[src/rtl/fpu_seq_ctrl_if.sv]
// FP ALU bus between the sequencer (master) and the floating-point ALU (slave).
// Handshake: alu_start is a one-cycle request. alu_done is a one-cycle completion.
// alu_result/alu_flags are valid only while alu_done=1. Operands are driven continuously.
interface fpu_seq_ctrl_if;
    logic [31:0] alu_a;
    logic [31:0] alu_b;
    logic [1:0]  alu_op;
    logic        alu_start;
    logic        alu_done;
    logic [31:0] alu_result;
    logic [4:0]  alu_flags;

    modport master (
        output alu_a, alu_b, alu_op, alu_start,
        input  alu_done, alu_result, alu_flags
    );

    modport slave (
        input  alu_a, alu_b, alu_op, alu_start,
        output alu_done, alu_result, alu_flags
    );
endinterface

[src/rtl/fpu_seq_ctrl.sv]
// Push-button sequencer that loads FP ALU operands from switches, runs one op and shows the result.
// Define FPU_SEQ_DEBOUNCE_EN to insert a DB_CYC-cycle stability filter after the btnC synchronizer.
module fpu_seq_ctrl #(
    parameter int TIMEOUT_CYC = 255,
    parameter int DB_CYC      = 4
) (
    input  logic                  clk,
    input  logic                  reset,
    input  logic                  btnC,
    input  logic [15:0]           sw,
    fpu_seq_ctrl_if.master        alu,
    output logic [31:0]           result,
    output logic [4:0]            flags,
    output logic                  timeout_err,
    output logic [2:0]            state,
    output logic                  busy
);

    if (TIMEOUT_CYC < 1 || TIMEOUT_CYC > 255 || DB_CYC < 1) begin : g_cfg_check
        $error("fpu_seq_ctrl: TIMEOUT_CYC must be 1..255 and DB_CYC >= 1");
    end

    typedef enum logic [2:0] {
        LD_AL = 3'd0, LD_AH = 3'd1, LD_BL = 3'd2, LD_BH = 3'd3,
        LD_OP = 3'd4, EXEC  = 3'd5, WAIT  = 3'd6, SHOW  = 3'd7
    } state_t;

    localparam logic [7:0] TO_LAST = 8'(TIMEOUT_CYC - 1);

    state_t      state_q, state_d;
    logic [7:0]  wait_cnt;
    logic        sync1, sync2;
    logic [1:0]  sync_vld;
    logic        armed;
    logic        lvl, lvl_q;
    logic        press;
    logic        timeout_hit;

    always_ff @(posedge clk or negedge reset) begin
        if (!reset) begin
            sync1    <= 1'b0;
            sync2    <= 1'b0;
            sync_vld <= 2'b00;
        end else begin
            sync1    <= btnC;
            sync2    <= sync1;
            sync_vld <= {sync_vld[0], 1'b1};
        end
    end

`ifdef FPU_SEQ_DEBOUNCE_EN
    localparam int DB_W = $clog2(DB_CYC + 1);
    logic [DB_W-1:0] db_cnt;
    logic            filt;

    always_ff @(posedge clk or negedge reset) begin
        if (!reset) begin
            db_cnt <= '0;
            filt   <= 1'b0;
        end else if (sync2 == filt) begin
            db_cnt <= '0;
        end else if (db_cnt == DB_W'(DB_CYC - 1)) begin
            filt   <= sync2;
            db_cnt <= '0;
        end else begin
            db_cnt <= db_cnt + 1'b1;
        end
    end

    assign lvl = filt;
`else
    assign lvl = sync2;
`endif

    // A button held across reset release must not count: presses are accepted only
    // after the synchronized input has been seen low with real (post-reset) data.
    always_ff @(posedge clk or negedge reset) begin
        if (!reset) begin
            lvl_q <= 1'b0;
            armed <= 1'b0;
        end else begin
            lvl_q <= lvl;
            armed <= armed | (sync_vld[1] & ~sync2);
        end
    end

    assign press       = lvl & ~lvl_q & armed;
    assign timeout_hit = (wait_cnt == TO_LAST);

    always_ff @(posedge clk or negedge reset) begin
        if (!reset) state_q <= LD_AL;
        else        state_q <= state_d;
    end

    always_comb begin
        state_d = state_q;
        case (state_q)
            LD_AL: if (press) state_d = LD_AH;
            LD_AH: if (press) state_d = LD_BL;
            LD_BL: if (press) state_d = LD_BH;
            LD_BH: if (press) state_d = LD_OP;
            LD_OP: if (press) state_d = EXEC;
            EXEC:  state_d = WAIT;
            WAIT:  if (alu.alu_done || timeout_hit) state_d = SHOW;
            SHOW:  if (press) state_d = LD_AL;
            default: state_d = LD_AL;
        endcase
    end

    always_comb begin
        alu.alu_start = (state_q == EXEC);
        busy          = (state_q == EXEC) || (state_q == WAIT);
        state         = state_q;
    end

    always_ff @(posedge clk or negedge reset) begin
        if (!reset) begin
            alu.alu_a  <= '0;
            alu.alu_b  <= '0;
            alu.alu_op <= '0;
        end else if (press) begin
            case (state_q)
                LD_AL:   alu.alu_a[15:0]  <= sw;
                LD_AH:   alu.alu_a[31:16] <= sw;
                LD_BL:   alu.alu_b[15:0]  <= sw;
                LD_BH:   alu.alu_b[31:16] <= sw;
                LD_OP:   alu.alu_op       <= sw[1:0];
                default: ;
            endcase
        end
    end

    // The counter is only nonzero inside WAIT; EXEC always precedes WAIT, so entry sees 0.
    always_ff @(posedge clk or negedge reset) begin
        if (!reset)                wait_cnt <= '0;
        else if (state_q != WAIT)  wait_cnt <= '0;
        else                       wait_cnt <= wait_cnt + 8'd1;
    end

    // alu_done wins over a timeout landing in the same cycle.
    always_ff @(posedge clk or negedge reset) begin
        if (!reset) begin
            result      <= '0;
            flags       <= '0;
            timeout_err <= 1'b0;
        end else if (state_q == WAIT) begin
            if (alu.alu_done) begin
                result      <= alu.alu_result;
                flags       <= alu.alu_flags;
                timeout_err <= 1'b0;
            end else if (timeout_hit) begin
                timeout_err <= 1'b1;
            end
        end
    end

endmodule

[src/flat_wrapper.sv]
// flat-port wrapper written by rule: the top's interface ports become plain ports
module fpu_seq_ctrl_flat 
#(
    parameter int TIMEOUT_CYC = 255,
    parameter int DB_CYC      = 4
)
  (clk, reset, btnC, sw, result, flags, timeout_err, state, busy, alu_alu_a, alu_alu_b, alu_alu_op, alu_alu_start, alu_alu_done, alu_alu_result, alu_alu_flags);
  fpu_seq_ctrl_if alu_i ();
  input  logic clk;
  input  logic reset;
  input  logic btnC;
  input  logic [15:0] sw;
  output logic [31:0] result;
  output logic [4:0] flags;
  output logic timeout_err;
  output logic [2:0] state;
  output logic busy;
  output wire logic [$bits(alu_i.alu_a)-1:0] alu_alu_a;
  output wire logic [$bits(alu_i.alu_b)-1:0] alu_alu_b;
  output wire logic [$bits(alu_i.alu_op)-1:0] alu_alu_op;
  output wire logic [$bits(alu_i.alu_start)-1:0] alu_alu_start;
  input wire logic [$bits(alu_i.alu_done)-1:0] alu_alu_done;
  input wire logic [$bits(alu_i.alu_result)-1:0] alu_alu_result;
  input wire logic [$bits(alu_i.alu_flags)-1:0] alu_alu_flags;
  assign alu_alu_a = alu_i.alu_a;
  assign alu_alu_b = alu_i.alu_b;
  assign alu_alu_op = alu_i.alu_op;
  assign alu_alu_start = alu_i.alu_start;
  assign alu_i.alu_done = alu_alu_done;
  assign alu_i.alu_result = alu_alu_result;
  assign alu_i.alu_flags = alu_alu_flags;
  fpu_seq_ctrl #(.TIMEOUT_CYC(TIMEOUT_CYC), .DB_CYC(DB_CYC)) u_core (.clk(clk), .reset(reset), .btnC(btnC), .sw(sw), .alu(alu_i), .result(result), .flags(flags), .timeout_err(timeout_err), .state(state), .busy(busy));
endmodule
[config.mk]
export PLATFORM = sky130hd
export DESIGN_NAME = fpu_seq_ctrl_flat
export DESIGN_NICKNAME = d
export VERILOG_FILES = /design/src/rtl/fpu_seq_ctrl_if.sv /design/src/rtl/fpu_seq_ctrl.sv /design/src/flat_wrapper.sv
export SDC_FILE = /design/constraint.sdc
export NUM_CORES = 1
export LEC_CHECK = 0
export CORE_UTILIZATION = 49
export DETAILED_ROUTE_END_ITERATION = 12
export PLACE_DENSITY = 0.86
export SLEW_MARGIN = 40
export SYNTH_ARGS = -nofsm -noshare
export SYNTH_HDL_FRONTEND = slang
export SYNTH_SLANG_ARGS = --single-unit
[constraint.sdc]
create_clock -name clk -period 2.5 [get_ports clk]
set_input_delay 0.5 -clock clk [delete_from_list [all_inputs] [get_ports clk]]
set_output_delay 0.5 -clock clk [all_outputs]
set_load 0.1 [all_outputs]
After elaboration in Yosys (flattened, before gate mapping)
Cells that the tools add are included.

Flip-flop bits (word level): 121. Input bits: 57. Output and inout bits: 109. Word-level logic and storage cells: 61.

$add $sub $neg: 1. Equality and inequality tests: 16. Multiplexer cells: 11. Bitwise logic cells: 6. Reductions and logical operators: 12.

Operator list (count): $pmux 3 s8 (1); $mux 3 (7); $ne 2x1->1 const B (7); $reduce_and 2->1 (7); $eq 3x3->1 const B (4); $add 8x1->8 const B (1); $eq 8x8->1 const B (1); $mux 8 (1); $reduce_and 7->1 (1); $eq 3x2->1 const B (2); $and 1x1->1 (3); $eq 3x1->1 const B (1); $logic_not 3->1 (1); $ne 3x3->1 const B (1); $logic_or 1x1->1 (2); $mux 1 (2); $not 1->1 (2); $reduce_bool 2->1 (1); $or 1x1->1 (1).

Longest topological paths before layout
Gate-level depths: netlist of run 1.

Word-level depth: 5. Gate-level depth with buffers: 6. Gate-level depth less buffers: 6.

Worst setup path after synthesis of run 1
No wires, ideal clock.

Path type: register to output. Start point: register u_core.state_q[0], in the netlist u_core.state[0]. End point: output port busy. Arrival time: 3000 ps. Required time: 2000 ps. Path slack: -1000 ps. Cell stages (with the launch flop): 4. Path buffers: 0. Cell sequence: dfrtp_1 > ha_1 > and2_1 > nand2b_1.

Word-level cells in the longest chain between the ends: 2. Elaborated cells on any way between the ends: 3. Those cells by class: 2 x eq/ne; 1 x reduce/logical.

RTL lines: start, declared (RTL line fpu_seq_ctrl.sv:30) `state_t state_q, state_d;`; start signal, assigned (RTL line fpu_seq_ctrl.sv:92) `else state_q <= state_d;`; $eq 3x3->1; named net alu_alu_start (RTL line flat_wrapper.sv:21) `output wire logic [$bits(alu_i.alu_start)-1:0] alu_alu_start;`; $logic_or 1x1->1 (RTL line fpu_seq_ctrl.sv:112) `busy = (state_q == EXEC) || (state_q == WAIT);`; end, declared (RTL line flat_wrapper.sv:17) `output logic busy;`.

The timed path passes the listed nets, and every way through them passes these cells.

Final worst setup path of run 1
Start point: register u_core.state_q[1], in the netlist u_core.state[1]. End point: output port busy.

Word-level cells in the longest chain between the ends: 2. Elaborated cells on any way between the ends: 3. Those cells by class: 2 x eq/ne; 1 x reduce/logical.

RTL lines (RTL line): $eq 3x3->1 (fpu_seq_ctrl.sv:112); $logic_or 1x1->1 * (fpu_seq_ctrl.sv:112).

Mark *: on every way between the ends. The rest lies on a longest branch, timed or not.

==> impl_results.md, run 1 <==
* Status: finished, final reports clean
* Final setup fails at 0
* First-pass GRT wire length at 16700 um
* Synthesized area at 0.00484 mm2
* Core area at roughly 0.0094 mm2
* Max FO, Critical Path at 5
* Cts hold-fix bufs at 0
* Die H at 101 um
* Asr flop ratio synth at between 90% and 100%
* FMAX at about 430 MHz
* GRT Util Overall at 21.8%
* Grt ovf at 0
* Worst-Skew Late Latency at 0.51 ns
* Register area at around 0.0030 mm2
* Min cycle time layout at about 2.3 ns
* Final Hold Fails at 0
* Netlist cell types at 29
* Top-area cell type share of the netlist area at 62.6%
* Final setup skew at just under 0.008 ns
* I/O pins at roughly 170
* Buffers on Ports at 165
* Final period util at 93.5%
* Number of synthesized register bits at 121
* Final-report max-slew violation count at 0
* Cells after Synth at between 200 and 300
* Slew HR at 56.6%
* Count leader, synth: dfrtp_1
* Main synth FF type: dfrtp_1
* Largest delay share family, worst path: flip-flops
* Die Area at 0.0103 mm2
* Fill count at roughly 580
* Post-CTS resize count at 1
* Synth top area cells: dfrtp_1, mux2_2, mux2_4
* Seq/Total Area, Yosys at 62.6%
* Crit-path slowest cell: dfrtp_2
* Antenna violations before repair at 0
* Vias in the first global route at between 3k and 4k
* Post-synth EDFFs at 0
* Area grow syn2layout at 46.0%
* Layout cell share with drive strength beyond 1 at between 50% and 60%
* Yosys warning count at 0
* H-tree Lvls at 4
* Worst-path clk slew at 0.06 ns
* CP Buf/Inv Count at 2
* Clock sink total at about 120
* Placed cells at 580
* Routability cong. at 0.770
* Max-Cap Viols at 0
* Final core utilization at 75.0%
* Final nets at 533
* Routed vias/inst at 4.96
* Worst Path Arrival at 1.84 ns
* Clock root cell: clkbuf_8
* CTS tree: built
* Routed WL at roughly 10000 um
* Worst Path Required at ~2.0 ns
* Crit start category: flip-flop
* Pin count of the biggest net entering global routing at 122
* DR iter-0 viols at 54
* Syn Nets at 356
* Initial Util at 51.4%
* Crit path kind: flip-flop to output port
* Critical Path End Type: output port
* Rows at 35
* Commonest cells post-synth: dfrtp_1, mux2_2, mux2_4
* Area of the multi-input gates at 0.00173 mm2
* CTS Buffer Depth at 2
* Mapped Avg Cell Area at 16.5 um2
* Fin Setup TNS at 0 ns
* Slowest stage delay, CP at 0.43 ns
* Diodes inserted at 0
* Detail Placement HPWL at 7220 um
* Unrepaired setup endpoints after global routing: no
* Leading area contributor after synthesis: dfrtp_1
* ANT nets after route at 0
* Post-CTS Setup Repair Bufs at 0
* Slew of the pin with the lowest slew margin at about 0.65 ns
* Worst-path cell chain: inv_1 -> ha_1 -> and2_2 -> nand2b_4 -> buf_12
* Finished Layout Cells at 612
* HP Class: input pin to async pin
* Avg WL per Cell at about 17 um
* Via count at between 3k and 4k
* Pre-antenna DRT Iters at 4
* Die W at 101 um
* Total CTS buffers at 17
* DRC Markers at 0
[cell usage in the layout (no fill, tap or decap), types with 4 or more instances in the layout]
master	count
inv_1	5
clkinv_4	4
xor2_1	5
mux2_2	66
ha_1	5
nand2_4	4
buf_12	4
clkbuf_16	16
mux2_4	39
buf_4	108
clkdlybuf4s50_1	55
dfrtp_1	118
nor2_1	13
bufinv_16	6
[registers in the layout, indices dropped and copies added, names as in the netlist]
| register | flops |
|---|---|
| u_core.alu.alu_a | 32 |
| u_core.alu.alu_b | 32 |
| u_core.alu.alu_op | 2 |
| u_core.armed | 1 |
| u_core.flags | 5 |
| u_core.lvl | 1 |
| u_core.lvl_q | 1 |
| u_core.result | 32 |
| u_core.state | 3 |
| u_core.sync1 | 1 |
| u_core.sync_vld | 2 |
| u_core.timeout_err | 1 |
| u_core.wait_cnt | 8 |
[cell type report]
cell class                      count  area share, %
Sequential cell                   121           42.9
Multi-Input combinational cell    158           24.5
Timing Repair Buffer              167           20.4
Clock buffer                       19           6.25
Clock inverter                     13           3.40
Tap cell                          129           2.29
Inverter                            5          0.266
[per-layer routing]
| metal | part of all wire, % | wire (um) | vias up | global-route usage [%] |
|---|---|---|---|---|
| met1 | 42 | 4400 | 1500 | 26.6 |
| met3 | 8.8 | 916 | 15 | 9.18 |
| met5 | 0 | 0 | - | 0 |
| li1 | - | - | 1382 | - |
| met4 | 1.5 | 153 | 0 | 9.70 |
| met2 | 47 | 4910 | 141 | 34.0 |
[cell families after synthesis]
group | after synthesis | synth area share (%)
DFF | 121 | 62.6
xor gates and xnor gates | 6 | 1.09
and+or+nand+nor | 32 | 4.06
muxes | 105 | 27.5
adders and majority gates | 6 | 1.55
AOI/OAI and AO/OA | 8 | 1.06
buffers and inverters | 14 | 2.12
other | 1 | 0.0775
[worst reg2reg max path, delay by kind of cell, from the launching register on]
family | cells | cell delay, ns
and+or+nand+nor | 1 | 0.35
buffers and inverters | 2 | 0.39
adders and majority gates | 1 | 0.29
DFF | 1 | 0.43
muxes | 1 | 0.29
[final timing paths]
path / from / endpoint / slack (ns) / cells after the start
hold reg to reg: u_core.sync1 / u_core.lvl / 0.35 / 0
min in group clk: u_core.sync1 / u_core.lvl / 0.35 / 0
setup reg to reg: u_core.state[0] / u_core.result[13] / 0.63 / 5
setup / recovery: u_core.state[1] / busy / 0.16 / 5
hold / removal: reset / u_core.alu.alu_a[12] / 0.06 / 2
max in group asynchronous: reset / u_core.state[1] / 1.88 / 2
[metrics by stage]
stage	setup slack (ns)	cell area [um2]	hold WS (ns)
finish	0.163	7060	0.0582
global route	0.0973	7060	0.124
CTS	0.0284	7060	0.0945
detailed placement	0.423	6370	0.338
global placement	0.466	6370	0.331
floorplan	0.0478	4850	0.204
Power of run 1 is left out: the tool's default activity adds up to more than one toggle a clock period on the data nets, which glitch-free logic cannot reach.
==> run 2: changes to the inputs <==
--- a/config.mk
+++ b/config.mk
@@ -5,9 +5,10 @@
 export SDC_FILE = /design/constraint.sdc
 export NUM_CORES = 1
 export LEC_CHECK = 0
-export CORE_UTILIZATION = 49
+export CORE_UTILIZATION = 45
 export DETAILED_ROUTE_END_ITERATION = 12
-export PLACE_DENSITY = 0.86
+export PLACE_DENSITY = 0.79
+export SETUP_SLACK_MARGIN = 0.15
 export SLEW_MARGIN = 40
 export SYNTH_ARGS = -nofsm -noshare
 export SYNTH_HDL_FRONTEND = slang
==> constraint.sdc (replaced) <==
create_clock -name clk -period 2.2 [get_ports clk]
set_input_delay 0.44 -clock clk [delete_from_list [all_inputs] [get_ports clk]]
set_output_delay 0.44 -clock clk [all_outputs]
set_load 0.1 [all_outputs]
==> impl_results.md, run 2 (synthesized netlist as in run 1, its figures left out) <==
* HP Class: flip-flop to flip-flop
* Fill count at between 700 and 800
* Status: finished, final reports clean
* Via count at 3091
* Worst Path Required at 1.76 ns
* Pre-antenna DRT Iters at 4
* Largest regs: u_core.alu.alu_a: 32 flops, u_core.alu.alu_b: 32 flops, u_core.result: 32 flops
* CTS Buffer Depth at 2
* DR iter-0 viols at 120
* Worst-path clk slew at 0.06 ns
* Path depth of the worst reg2reg path at 6
* Avg WL per Cell at around 17 um
* Area grow syn2layout at 47.2%
* GRT Util Overall at between 20% and 30%
* Pin count of the biggest net entering global routing at 38
* Final core utilization at 68.7%
* R2r endpoint: u_core.state[0]
* Rows at 37
* Routability cong. at 0.715
* Die H at 106 um
* Min cycle time layout at 2.10 ns
* Final Hold Fails at 0
* Max FO, Critical Path at 3
* Area of the multi-input gates at around 0.0018 mm2
* Final period util at 95.7%
* Routed vias/inst at 4.90
* Clock root cell: clkbuf_8
* Detail Placement HPWL at 7280 um
* Crit Reg-Reg Startpoint: u_core.state[1]
* FMAX at 475 MHz
* Grt ovf at 0
* H-tree Lvls at 4
* Layout cell share with drive strength beyond 1 at 55.4%
* Final setup skew at 0.00703 ns
* Routed WL at ~11000 um
* Die W at 106 um
* Buffers on Ports at ~170
* Diodes inserted at 0
* First-pass GRT wire length at 17700 um
* Hold path depth at 0
* Clock sink total at 121
* Final setup fails at 0
* Total CTS buffers at 17
* Fin Setup TNS at 0 ns
* Hold path endpoint: u_core.sync_vld[1]
* I/O pins at around 170
* Critical Path End Type: output port
* Crit path kind: flip-flop to output port
* Worst Path Arrival at between 1.5 and 2 ns
* Worst-Skew Late Latency at slightly above 0.5 ns
* DRC Markers at 0
* Final-report max-slew violation count at 0
* Register area at 0.00304 mm2
* Final nets at 545
* Max-Cap Viols at 0
* Vias in the first global route at 3278
* Initial Util at 46.7%
* Die Area at 0.0112 mm2
* Core area at ~0.010 mm2
* Setup ws final at 0.0951 ns
* Commonest non-fill, non-tap cells in the layout: buf_4, dfrtp_1, mux2_2, clkdlybuf4s50_1, mux2_4
* CTS tree: built
* Hold path start: u_core.sync_vld[0]
* Unrepaired setup endpoints after global routing: yes
* R2R Setup Slk at roughly 0.33 ns
* Antenna violations before repair at 0
* ANT nets after route at 0
* Post-Place Worst Slack at 0.405 ns
* Crit start category: flip-flop
==> run 2: changes by cell type in the layout (fill, tap and decap cells not counted), moves of 2 or more <==
| cell | before | now |
|---|---|---|
| clkinv_2 | 0 | 4 |
| dfrtp_2 | 3 | 1 |
| bufinv_16 | 6 | 4 |
| inv_1 | 5 | 3 |
| dfrtp_4 | 0 | 2 |
| clkbuf_1 | 0 | 3 |
| ha_4 | 0 | 2 |
| clkbuf_8 | 3 | 1 |
| clkinv_4 | 4 | 2 |
| buf_4 | 108 | 118 |
==> run 2: layout make-up <==
class	count	area share [%]
clock buffer	20	5.97
inverter	5	0.299
multi-input combinational	158	24.6
tap	136	2.39
sequential	121	42.6
clock inverter	12	2.44
timing repair buffer	179	21.7
==> run 2: repair_timing <==
action | in CTS | in global routing
setup endpoints to repair | 2 | 2
hold buffers | 1 | 0
hold endpoints to repair | 23 | 0
buffers inserted | 6 | 1
pin swaps | 1 | 1
resized for setup | 5 | 0
==> run 2: layer usage <==
layer  track usage (%)  up-vias  part of all wire, %
li1                  -     1403                    -
met3              6.43       17                  5.8
met1              27.1     1564                   44
met5                 0        -                    0
met2              33.5      107                   49
met4              8.04        0                  1.4
==> run 2: worst max-delay path: stages (launching register included) <==
cell      delay (ns)
dfrtp_4         0.51
inv_4           0.08
ha_4            0.13
and2_4          0.14
nand2b_4        0.12
buf_12          0.17
==> run 2: metrics by stage <==
step           area [um2]  std cells  hold slack [ns]
6_report             7120        631            0.353
5_1_grt              7120        631            0.343
4_1_cts              7120        630            0.348
3_5_place_dp         6440        591            0.336
3_3_place_gp         6440        591            0.334
2_1_floorplan        4870        293            0.144
==> run 2: worst max-delay path by stage <==
stage / slack [ns] / startpoint / to / depth (start not counted)
after CTS: 0.1 / u_core.state[1] / busy / 5
final: 0.1 / u_core.state[1] / busy / 5
after global placement: 0.45 / u_core.state[0] / busy / 5
after detailed placement: 0.40 / u_core.state[0] / busy / 5
after floorplan: 0.15 / u_core.state[1] / busy / 4
after global routing: 0.04 / u_core.state[1] / busy / 5
Power of run 2 is left out for the same reason.
